**config.mk**
```make
export PLATFORM = sky130hd
export DESIGN_NAME = byte_parity_check
export DESIGN_NICKNAME = d
export VERILOG_FILES = /design/src/rtl/byte_parity_check.sv
export SDC_FILE = /design/constraint.sdc
export NUM_CORES = 1
export LEC_CHECK = 0
export ABC_AREA = 0
export CORE_ASPECT_RATIO = 0.6
export CORE_MARGIN = 4
export CORE_UTILIZATION = 30
export DETAILED_ROUTE_END_ITERATION = 12
export DONT_BUFFER_PORTS = 1
export SETUP_SLACK_MARGIN = 0.4
export SKIP_LAST_GASP = 1
export SLEW_MARGIN = 20
export SYNTH_ARGS = -nofsm -noshare
export SYNTH_HDL_FRONTEND = slang
export SYNTH_SLANG_ARGS = --single-unit
```
**constraint.sdc**
```tcl
create_clock -name clk -period 2.84 [get_ports clk]
set_input_delay 0.142 -clock clk [delete_from_list [all_inputs] [get_ports clk]]
set_output_delay 0.142 -clock clk [all_outputs]
set_load 0.01 [all_outputs]
```
**src/rtl/byte_parity_check.sv**
```systemverilog
// -----------------------------------------------------------------------------
// byte_parity_check
//
// Receiver-side checker for the byte parity link. On an accepted start it
// captures operand A, the received parity byte (A ^ B) and the expected
// operand B. It then recovers B one bit per cycle (LSB first) and builds a
// per-bit mismatch mask against the expected value. A one-cycle done pulse
// marks the results as final, together with parity_err (OR of the mask).
//
// Ports:
//   clk          rising-edge clock
//   rst_n        synchronous active-low reset
//   start        transaction request, honoured only in IDLE or DONE
//   byte_a       operand A            (captured on accepted start)
//   byte_parity  received parity A^B  (captured on accepted start)
//   byte_b_exp   expected operand B   (captured on accepted start)
//   byte_b_rec   recovered B, filled in bit by bit
//   err_mask     bit i set when recovered B[i] differs from expected B[i]
//   parity_err   OR of err_mask, updated on entry to DONE
//   busy         high while bits are being processed
//   done         one-cycle pulse, results final
//   err_count    saturating count of mismatching bits (PARITY_ERR_CNT_EN only)
//
// Build option:
//   PARITY_ERR_CNT_EN  adds the err_count port and its 8-bit counter.
// -----------------------------------------------------------------------------
module byte_parity_check #(
    parameter int DATA_WIDTH = 8
) (
    input  logic                  clk,
    input  logic                  rst_n,
    input  logic                  start,
    input  logic [DATA_WIDTH-1:0] byte_a,
    input  logic [DATA_WIDTH-1:0] byte_parity,
    input  logic [DATA_WIDTH-1:0] byte_b_exp,
    output logic [DATA_WIDTH-1:0] byte_b_rec,
    output logic [DATA_WIDTH-1:0] err_mask,
    output logic                  parity_err,
    output logic                  busy,
`ifdef PARITY_ERR_CNT_EN
    output logic                  done,
    output logic [7:0]            err_count
`else
    output logic                  done
`endif
);

    localparam int IDX_W = $clog2(DATA_WIDTH);
    localparam logic [IDX_W-1:0] IDX_LAST = IDX_W'(DATA_WIDTH - 1);

    typedef enum logic [1:0] {
        ST_IDLE  = 2'd0,
        ST_CHECK = 2'd1,
        ST_DONE  = 2'd2
    } state_e;

    // Recovered B bit is A ^ parity; a mismatch is that bit differing from expected B.
    function automatic logic bit_mismatch(input logic a_bit, input logic p_bit, input logic b_bit);
        return a_bit ^ p_bit ^ b_bit;
    endfunction

    state_e                state_q, state_d;
    logic [DATA_WIDTH-1:0] a_q, a_d;
    logic [DATA_WIDTH-1:0] p_q, p_d;
    logic [DATA_WIDTH-1:0] b_q, b_d;
    logic [IDX_W-1:0]      idx_q, idx_d;
    logic [DATA_WIDTH-1:0] rec_q, rec_d;
    logic [DATA_WIDTH-1:0] mask_q, mask_d;
    logic                  perr_q, perr_d;
    logic                  busy_q, busy_d;
    logic                  done_q, done_d;
    logic                  bit_rec_s;
    logic                  bit_err_s;

    // Next-state, capture and per-bit result logic.
    always_comb begin
        state_d   = state_q;
        a_d       = a_q;
        p_d       = p_q;
        b_d       = b_q;
        idx_d     = idx_q;
        rec_d     = rec_q;
        mask_d    = mask_q;
        perr_d    = perr_q;
        bit_rec_s = a_q[idx_q] ^ p_q[idx_q];
        bit_err_s = bit_mismatch(a_q[idx_q], p_q[idx_q], b_q[idx_q]);

        case (state_q)
            // DONE accepts a new start exactly like IDLE, giving back-to-back operation.
            ST_IDLE, ST_DONE: begin
                if (start) begin
                    a_d     = byte_a;
                    p_d     = byte_parity;
                    b_d     = byte_b_exp;
                    idx_d   = '0;
                    rec_d   = '0;
                    mask_d  = '0;
                    perr_d  = 1'b0;
                    state_d = ST_CHECK;
                end else begin
                    state_d = ST_IDLE;
                end
            end
            ST_CHECK: begin
                rec_d[idx_q]  = bit_rec_s;
                mask_d[idx_q] = bit_err_s;
                // idx stops at the last bit instead of wrapping; it is reloaded on the next start.
                if (idx_q == IDX_LAST) begin
                    state_d = ST_DONE;
                    perr_d  = |mask_d;
                end else begin
                    idx_d   = idx_q + IDX_W'(1);
                end
            end
            default: begin
                state_d = ST_IDLE;
            end
        endcase

        busy_d = (state_d == ST_CHECK);
        done_d = (state_d == ST_DONE);
    end

    // State and datapath registers with synchronous active-low reset.
    always_ff @(posedge clk) begin
        if (!rst_n) begin
            state_q <= ST_IDLE;
            a_q     <= '0;
            p_q     <= '0;
            b_q     <= '0;
            idx_q   <= '0;
            rec_q   <= '0;
            mask_q  <= '0;
            perr_q  <= 1'b0;
            busy_q  <= 1'b0;
            done_q  <= 1'b0;
        end else begin
            state_q <= state_d;
            a_q     <= a_d;
            p_q     <= p_d;
            b_q     <= b_d;
            idx_q   <= idx_d;
            rec_q   <= rec_d;
            mask_q  <= mask_d;
            perr_q  <= perr_d;
            busy_q  <= busy_d;
            done_q  <= done_d;
        end
    end

    assign byte_b_rec = rec_q;
    assign err_mask   = mask_q;
    assign parity_err = perr_q;
    assign busy       = busy_q;
    assign done       = done_q;

`ifdef PARITY_ERR_CNT_EN
    logic [7:0] cnt_q, cnt_d;

    // Mismatch counter: one step per bad bit while checking, saturating at 255.
    always_comb begin
        cnt_d = cnt_q;
        if ((state_q == ST_CHECK) && bit_err_s && (cnt_q != 8'hFF)) begin
            cnt_d = cnt_q + 8'd1;
        end else begin
            cnt_d = cnt_q;
        end
    end

    // Counter register; cleared only by reset, never by start.
    always_ff @(posedge clk) begin
        if (!rst_n) begin
            cnt_q <= 8'd0;
        end else begin
            cnt_q <= cnt_d;
        end
    end

    assign err_count = cnt_q;
`endif

endmodule

```
### After elaboration in Yosys (flattened, before gate mapping)

Index checks and enable logic that the tools add are counted.

* flip-flop bits (word level): 48
* input bits: 27
* output and inout port bits: 19
* word-level logic and storage cells: 54

* $add $sub $neg: 1
* $lt $le $gt $ge: 2
* equal/unequal tests: 8
* multiplexer cells: 22
* bitwise logic cells: 2
* reductions and logical operators: 9

Operators with widths (number)
* 8-bit one-hot mux with 2 select lines: 2
* 8-bit bitwise mux: 2
* 1-bit binary-select mux with 3-bit select: 3
* 8-bit 2-to-1 mux: 1
* 8-bit OR reduction: 1
* 1-bit 2-to-1 mux: 7
* 3-bit 2-to-1 mux: 2
* 2-bit inequality test (second input constant): 3
* 3-bit one-hot mux with 2 select lines: 1
* 3-bit AND reduction: 2
* 2-bit by 1-bit equality test with 1-bit output (second input constant): 2
* 2-bit equality test (second input constant): 2
* 3-bit by 4-bit less-than comparator with 1-bit output (second input constant): 1
* 2-bit one-hot mux with 2 select lines: 1
* 2-bit AND reduction: 2
* 3-bit by 1-bit adder with 3-bit output (second input constant): 1
* 1-bit demux with 3-bit select: 1
* 3-bit equality test (second input constant): 1
* 3-bit by 1-bit >= comparator with 1-bit output (second input constant): 1
* 2-bit zero test: 1
* 2-bit 2-to-1 mux: 1
* 1-bit one-hot mux with 2 select lines: 1
* 2-bit nonzero test: 1
* 2-bit OR reduction: 1
* 2 further kinds: 3

### Longest topological paths before layout

Gate-level depths: netlist of the first run.

* depth in word-level cells: 8
* gate-level depth with buffers: 7

### Least setup slack after synthesis of the first run

OpenSTA, ideal clock, no wires.

* kind: reg-to-reg
* start: register idx_q[0]
* end: register mask_q[3], in the netlist err_mask[3]
* setup time: 0.132 ns
* arrival: 1.839 ns
* path slack: 0.869 ns
* cell stages (with the launch flop): 7
* path buffers: 1
* period minus slack after synthesis: 1.971 ns
* path through: dfxtp_1 > buf_6 > mux4_1 > mux2i_2 > xnor2_2 > xnor2_2 > o22ai_1

* word-level cells in the longest chain between the ends: 6
* elaborated cells on any way between the ends: 15
* those cells by class: order compare (2); mux (10); bitwise (2); reduce/logical (1)

RTL lines
* start: declaration: RTL line 66 `logic [IDX_W-1:0] idx_q, idx_d;`
* start signal: assignment: RTL line 142 `idx_q <= idx_d;`
* 3-bit by 4-bit less-than comparator with 1-bit output (implied by the code) (tied with other cells): RTL line 106 `mask_d[idx_q] = bit_err_s;`
* 1-bit logical AND (implied by the code) / 1-bit 2-to-1 mux (equally long branches): RTL line 106, 86
* 1-bit 2-to-1 mux (implied by the code) / 1-bit bitwise XOR (equally long branches): RTL line 106, 59
* 1-bit demux with 3-bit select / 1-bit bitwise XOR (equally long branches): RTL line 106, 59
* 8-bit bitwise mux (*): RTL line 106
* 8-bit one-hot mux with 2 select lines (*): RTL line 88 `case (state_q)`
* end signal: assignment: RTL line 144 `mask_q <= mask_d;`
* end: declaration: RTL line 68 `logic [DATA_WIDTH-1:0] mask_q, mask_d;`

Mark *: on every way between the ends. The rest lies on a longest branch, timed or not. The select of a mux whose other input is x is not followed.
A chain may end at the register's enable or synchronous reset.

### Final worst setup path of the first run

* start: register idx_q[0]
* end: register mask_q[4], in the netlist err_mask[4]

The elaborated chain is that of the path after synthesis.

==> summary.txt, run 1 <==
Clk pwr share = 40.6%
crit path kind = register to register
VDD IR max = 0.227 mV
Slew Limit Headroom = 47.2%
nets = 289
HP Class = primary input to register
NetSw = 0.342 mW
Worst Setup Start Kind = register
Reg-to-Reg End = err_mask[4]
sequential share of the synthesized area = 42.9%
Critical Path RT = 2.99 ns
CP Cell Sequence = mux4_1 -> mux2i_2 -> xnor2_2 -> xnor2_2 -> o32ai_1
ratio of cells with drive above 1 in the final layout = 5.75%
slowest stage delay, CP = 0.61 ns
Fmax achieved = 0.452 GHz
max-slew violation count = 0
internal power = 1.11 mW
initial core utilization = 30.8%
wire length per cell = 14.5 µm
Final Hold Vio Count = 0
Clock Sinks = 48
Avg Inst Size Synth = 8.45 µm²
final worst-path cycle share = 77.9%
critical-path maximum fanout = 9
combinational power share = 9.8%
slowest cell on the critical path = mux4_1
total gr overflow = 0
pwr dens = 578 nW/µm²
gr usage total = 12.8%
largest net degree at the start of global routing = 37
H-tree levels = 2
dpl cell area = 2320 µm²
setup tns final = 0 ns
residual DRC count = 0
cell seen most often among critical-path stages = xnor2_2
DR iter-0 viols = 67
synth top area cells = dfxtp_1, nand2_1, a21boi_0
area fraction of the dominant cell type after synthesis = 42.9%
first-pass GRT wire length = 9.08 mm
CP bufs+invs = 0
Final ANT Viol Nets = 0
CTS tree = done
drt first pass iters = 4
Yosys reg bits = 48
Synth area leader = dfxtp_1
Worst R2R Start = idx_q[0]
DR vias = 1739
min-delay src = byte_b_exp[6]
FILL cells = 771
Area Overhead vs Synth = 12.0%
Worst Path Arrival = 2.37 ns
Clock Tree Root = clkbuf_16
RSZ-0062 raised after global routing = no
vias in the first global route = 1740
Finished Cell Area = 2510 µm²
max_cap viols = 0
Tmin final = 2.21 ns
Final Setup Violations = 0
run status = finished, final reports clean
Routed WL = 5.30 mm
warnings from Yosys = 0
R2R setup slack = 0.63 ns
Setup crit end kind = register
I/O Buffers = 0
Synth Cell Area = 2240 µm²
Layout Utilization = 34.5%
core area = 7270 µm²
die height = 74.9 µm
Die Area = 8950 µm²
worst clock skew = 0.00412 ns
Placement Rows = 24
gpl congestion = 0.833
Finished Layout Cells = 365
Lkg Pwr = 0.896 nW
syn_nets = 294
postcts setup bufs = 0
synth unique cells = 37
# IOs = 46
worst hold stages = 2
Hold EP = b_q[6]
DIE WIDTH = 120 µm
initial antenna violation count = 0
CTS Buffer Depth = 2
clk_lat worst skew = 0.28 ns
placed insts = 353
Register-to-Register Path Depth = 5
CP top delay family = multiplexers
CTS Buf Count = 5
cells after synthesis = 265
Diodes inserted = 0
Seq pwr share = 49.6%
Worst-Margin Slew = 0.790 ns
post-DP HPWL = 3.81 mm
Switching Share = 23.6%
Clock Pin Slew Worst Setup and Hold Paths = 0.06 ns
Vias/cell = 4.76
## layout by cell type (no fill, tap or decap), drive strengths merged
| cell | n |
|---|---|
| nand4b | 1 |
| buf | 5 |
| a2bb2oi | 1 |
| nand2b | 5 |
| and2 | 6 |
| o21a | 3 |
| o211ai | 1 |
| a21oi | 3 |
| xnor2 | 2 |
| dfxtp | 48 |
| or2 | 1 |
| nand2 | 66 |
| a211o | 1 |
| nand3 | 17 |
| a22o | 1 |
| a21boi | 28 |
| nor2b | 5 |
| nor4 | 1 |
| o32ai | 3 |
| ha | 2 |
| a31oi | 2 |
| o21ai | 8 |
| o2111a | 1 |
| nand3b | 2 |
| mux4 | 4 |
| clkbuf | 8 |
| nor2 | 15 |
| dlygate4sd3 | 4 |
| and2b | 1 |
| and3 | 3 |
| mux2i | 7 |
| inv | 1 |
| nor3 | 4 |
| o22ai | 1 |
## cells by family (layout without fill, tap and decap cells)
group	Yosys count	in the layout	synth area share (%)
compound gates	53	53	16.9
mux	11	11	7.99
simple gates	127	127	25.5
buf+inv	22	18	4.08
xor+xnor	2	2	1.45
flops	48	48	42.9
fa+ha+maj	2	2	1.12
## worst reg2reg max path, cell delays in order (launching register included)
cell and delay, ns:
dfxtp_1 0.45, mux4_1 0.61, mux2i_2 0.21, xnor2_2 0.21
xnor2_2 0.45, o32ai_1 0.15
## cell usage after synthesis (all sizes together)
cell type	number
a22o	1
a21boi	28
buf	4
nand3	17
nor2	15
inv	1
o21ai	8
nand4b	1
and3	3
clkbuf	17
o211ai	1
and2	6
o21a	3
nand2b	5
nor2b	5
a31oi	2
mux2i	7
a21oi	3
dfxtp	48
mux4	4
nor4	1
nand3b	2
o2111a	1
a2bb2oi	1
o22ai	1
a211o	1
o32ai	3
or2	1
ha	2
xnor2	2
and2b	1
nor3	4
nand2	66
## stage by stage
step                power, mW  hold WS, ns  worst slack, ns
floorplan               0.844        0.287            0.869
global placement        0.872        0.265            0.668
detailed placement      0.873        0.271            0.637
CTS                      1.47    0.0000825            0.629
global route             1.52     0.000938            0.431
finish                   1.45      0.00274            0.626
## repair_timing
action | 4_1_cts | 5_1_grt
hold buffers | 4 | 0
endpoints found under the hold margin | 11 | 0
resized for setup | 0 | 0
## final cells by class
| class | instances | area [µm²] | share of cell area [%] |
|---|---|---|---|
| clock buffers | 8 | 146 | 5.84 |
| well taps | 104 | 130 | 5.19 |
| repair buffers | 9 | 77.6 | 3.09 |
| flip-flops and latches | 48 | 961 | 38.3 |
| multi-input cells | 195 | 1190 | 47.4 |
| inverters | 1 | 3.75 | 0.150 |
## power by group through the flow
| stage | sequential [mW] | clock (mW) | combinational, mW |
|---|---|---|---|
| global placement | 0.734 | 0 | 0.138 |
| detailed placement | 0.735 | 0 | 0.138 |
| global route | 0.722 | 0.637 | 0.164 |
| floorplan | 0.726 | 0 | 0.118 |
| CTS | 0.720 | 0.605 | 0.145 |
| finish | 0.719 | 0.588 | 0.143 |
## routing by layer
layer | global-route usage (%) | vias up | routed length (µm)
li1 | - | 897 | -
met1 | 18.8 | 794 | 2820
met2 | 17.9 | 43 | 2040
met3 | 4.58 | 5 | 398
met4 | 3.30 | 0 | 36
met5 | 0 | - | 0
## registers in the layout, indices dropped and copies added, names as in the netlist
signal	flops
err_mask	8
b_q	8
state_q	2
parity_err	1
p_q	8
busy	1
byte_b_rec	8
idx_q	3
done	1
a_q	8
## worst max-delay path by stage
stage	startpoint	endpoint	slack [ns]	cells past startpoint
6_report	idx_q[0]	err_mask[4]	0.63	5
5_1_grt	idx_q[0]	err_mask[4]	0.43	5
4_1_cts	idx_q[0]	err_mask[4]	0.63	5
3_5_place_dp	idx_q[0]	err_mask[4]	0.64	5
3_3_place_gp	idx_q[0]	err_mask[3]	0.67	5
2_1_floorplan	idx_q[0]	err_mask[3]	0.87	6
Note: power is estimated with default switching activity, not from simulation.
==> run 2, diff against run 1 <==
--- a/config.mk
+++ b/config.mk
@@ -5,7 +5,7 @@
 export SDC_FILE = /design/constraint.sdc
 export NUM_CORES = 1
 export LEC_CHECK = 0
-export ABC_AREA = 0
+export ABC_AREA = 1
 export CORE_ASPECT_RATIO = 0.6
 export CORE_MARGIN = 4
 export CORE_UTILIZATION = 30
==> constraint.sdc (replaced) <==
create_clock -name clk -period 2 [get_ports clk]
set_input_delay 0.1 -clock clk [delete_from_list [all_inputs] [get_ports clk]]
set_output_delay 0.1 -clock clk [all_outputs]
set_load 0.01 [all_outputs]
==> run 2 against run 1 <==
Compared with the run above:
- synthesized cell count rose by 20%
- global-route usage increased by 0.49 points
- count of clock-buffer cells in the layout decreased by 2
- total power is 59% higher
- combinational power grew to 3.4 times the previous value
- final cell count rose by 17%
- core utilization increased by 3.4 points
- clock skew is 0.0025 ns higher
- area after synthesis is 3.4% higher
- sequential power up 43%
- hold slack better by 0.0077 ns
- setup slack got worse by 0.40 ns
==> summary.txt, run 2 <==
CTS Buffer Depth = 2 (unchanged)
Post-synth EDFFs = 0 (unchanged)
syn_nets = 346 (+18%)
hold_ws = 0.0104 ns (+0.00766 ns)
Fmax achieved = 0.563 GHz (+25%)
clk_lat worst skew = 0.28 ns (about the same)
Avg Inst Size Synth = 7.30 µm² (-14%)
Commonest cells post-synth = nand2_1, dfxtp_1, inv_1
core area = 7390 µm² (+1.7%)
Area Overhead vs Synth = 20.8%
RSZ-0062 raised after global routing = yes
max_cap viols = 0 (unchanged)
Lkg Pwr = 1.13 nW (+26%)
post-DP HPWL = 4.34 mm (+14%)
run status = finished, final reports clean
CTS tree = done
area fraction of the dominant cell type after synthesis = 41.5% (-1.4 points)
I/O Buffers = 0 (unchanged)
Synth area leader = dfxtp_1
residual DRC count = 0 (unchanged)
CP Cell Sequence = buf_6 -> nand2_2 -> nand3_2 -> nand2_4 -> inv_2 -> nand2_2 -> nand2_4 -> nand2_8 -> nand2_8 -> nand3_2 -> nand2_1 -> nand2_1 -> nor2_2 -> nand3_1 -> nand2_1 -> inv_1
sequential share of the synthesized area = 41.5% (-1.4 points)
most frequent cells in the layout = nand2_1, dfxtp_1, a21oi_1
setup tns final = 0 ns (unchanged)
worst clock skew = 0.00662 ns (+0.00249 ns)
most common cell in the netlist = nand2_1
Clock Pin Slew Worst Setup and Hold Paths = 0.06 ns (about the same)
Synth Cell Area = 2310 µm² (+3.4%)
H-tree levels = 2 (unchanged)
Finished Cell Area = 2800 µm² (+12%)
max-slew violation count = 0 (unchanged)
ratio of cells with drive above 1 in the final layout = 26.0% (+20 points)
Setup crit end kind = register
Final Power = 2.30 mW (+59%)
FILL cells = 770 (-0.13%)
drt first pass iters = 4 (unchanged)
gr usage total = 13.3% (+0.49 points)
initial core utilization = 31.3% (+0.53 points)
nets = 352 (+22%)
dpl cell area = 2410 µm² (+3.8%)
Worst Path Arrival = 1.96 ns (-0.41 ns)
Tmin final = 1.78 ns (-0.438 ns)
Clock Tree Root = clkbuf_16
Final Hold Vio Count = 0 (unchanged)
Diodes inserted = 0 (unchanged)
Worst-Margin Slew = 0.747 ns (-0.0427 ns)
gpl congestion = 0.815 (-2.2%)
vias in the first global route = 1891 (+8.7%)
Final Setup Violations = 0 (unchanged)
Worst Setup Start Kind = register
Finished Layout Cells = 427 (+17%)
CP top delay family = simple AND/OR/NAND/NOR gates
main flop type after synthesis = dfxtp_1
DR vias = 2048 (+18%)
cells after synthesis = 317 (+20%)
Final ANT Viol Nets = 0 (unchanged)
synth unique cells = 24 (-35%)
HP Class = primary input to register
die height = 76.0 µm (+1.5%)
synth top area cells = dfxtp_1, nand2_1, a21oi_1
final worst-path cycle share = 88.8% (+11 points)
DR iter-0 viols = 126 (+88%)
crit path kind = register to register
Critical Path RT = 2.18 ns (-0.81 ns)
placed insts = 410 (+16%)
first-pass GRT wire length = 9.94 mm (+9.5%)
CTS Buf Count = 5 (unchanged)
CP bufs+invs = 3 (+3)
Slew Limit Headroom = 50.1% (+2.9 points)
Die Area = 9230 µm² (+3.1%)
VDD IR max = 0.306 mV (+35%)
critical-path maximum fanout = 8 (-1)
wire length per cell = 13.9 µm (-4.4%)
slowest cell on the critical path = dfxtp_4
largest net degree at the start of global routing = 34 (-8.1%)
pwr dens = 824 nW/µm² (+42%)
Yosys reg bits = 48 (unchanged)
slowest stage delay, CP = 0.41 ns (-0.20 ns)
cell seen most often among critical-path stages = nand2_1
most common library cell in the layout ignoring fill and taps = nand2_1
Placement Rows = 24 (unchanged)
Clock Sinks = 48 (unchanged)
Routed WL = 5.93 mm (+12%)
DIE WIDTH = 121 µm (+1.6%)
async set or reset register ratio after synthesis = 0% (unchanged)
total gr overflow = 0 (unchanged)
# IOs = 46 (unchanged)
warnings from Yosys = 0 (unchanged)
initial antenna violation count = 0 (unchanged)
Vias/cell = 4.80 (+0.67%)
[run 2: cell count changes after synthesis, moves of 7 or more]
cell / delta
a21boi_0: -28
a22oi_1: +8
a21oi_1: +32
nor2_1: +7
or2_2: +7
inv_1: +35
a311oi_1: +8
o21ai_0: +23
clkbuf_1: -7
[run 2: metal layers]
| layer | part of all wire [%] | GRT usage (%) | vias to the layer above |
|---|---|---|---|
| li1 | - | - | 1046 |
| met1 | 53 | 19.8 | 947 |
| met2 | 38 | 17.2 | 48 |
| met3 | 8.1 | 5.56 | 7 |
| met4 | 1.2 | 3.80 | 0 |
| met5 | 0 | 0 | - |
[run 2: power by group]
group | internal, mW | switching, mW
sequential | 1.01 | 0.0272
clock | 0.455 | 0.336
combinational | 0.171 | 0.309
[run 2: stage by stage]
| stage | worst slack [ns] | util, % |
|---|---|---|
| floorplan | 0.407 | - |
| global placement | 0.187 | 32.6 |
| detailed placement | 0.0851 | 32.6 |
| CTS | 0.219 | 36.3 |
| global route | 0.0890 | 37.9 |
| finish | 0.224 | 37.9 |
[run 2: worst paths after layout]
kind	start	endpoint	slack, ns	depth (start not counted)
max	idx_q[0]	parity_err	0.22	16
min reg2reg	b_q[5]	b_q[5]	0.46	2
max reg2reg	idx_q[0]	parity_err	0.22	16
min	byte_b_exp[3]	b_q[3]	0.01	2
[run 2: kinds of logic after synthesis]
kind of cell             count (synthesis)  synth area share (%)
flip-flops                              48                  41.5
AND/OR/NAND/NOR                        133                  28.5
buffers and inverters                   56                  9.89
AO/OA/AOI/OAI                           78                  19.0
adder cells (fa/ha/maj)                  2                  1.08
[run 2: layout make-up]
type / count / area [µm²] / area share [%]
clock buffers: 6 / 129 / 4.61
clock inverters: 1 / 5.00 / 0.179
inverters: 41 / 165 / 5.91
multi-input cells: 213 / 1270 / 45.3
flip-flops and latches: 48 / 972 / 34.8
well taps: 104 / 130 / 4.65
repair buffers: 14 / 129 / 4.61
[run 2: what timing repair did]
action,4_1_cts,5_1_grt
setup endpoints to repair,12,20
hold buffers,2,0
endpoints found under the hold margin,25,0
pin swaps,18,10
resized for setup,30,23
buffers inserted,5,3
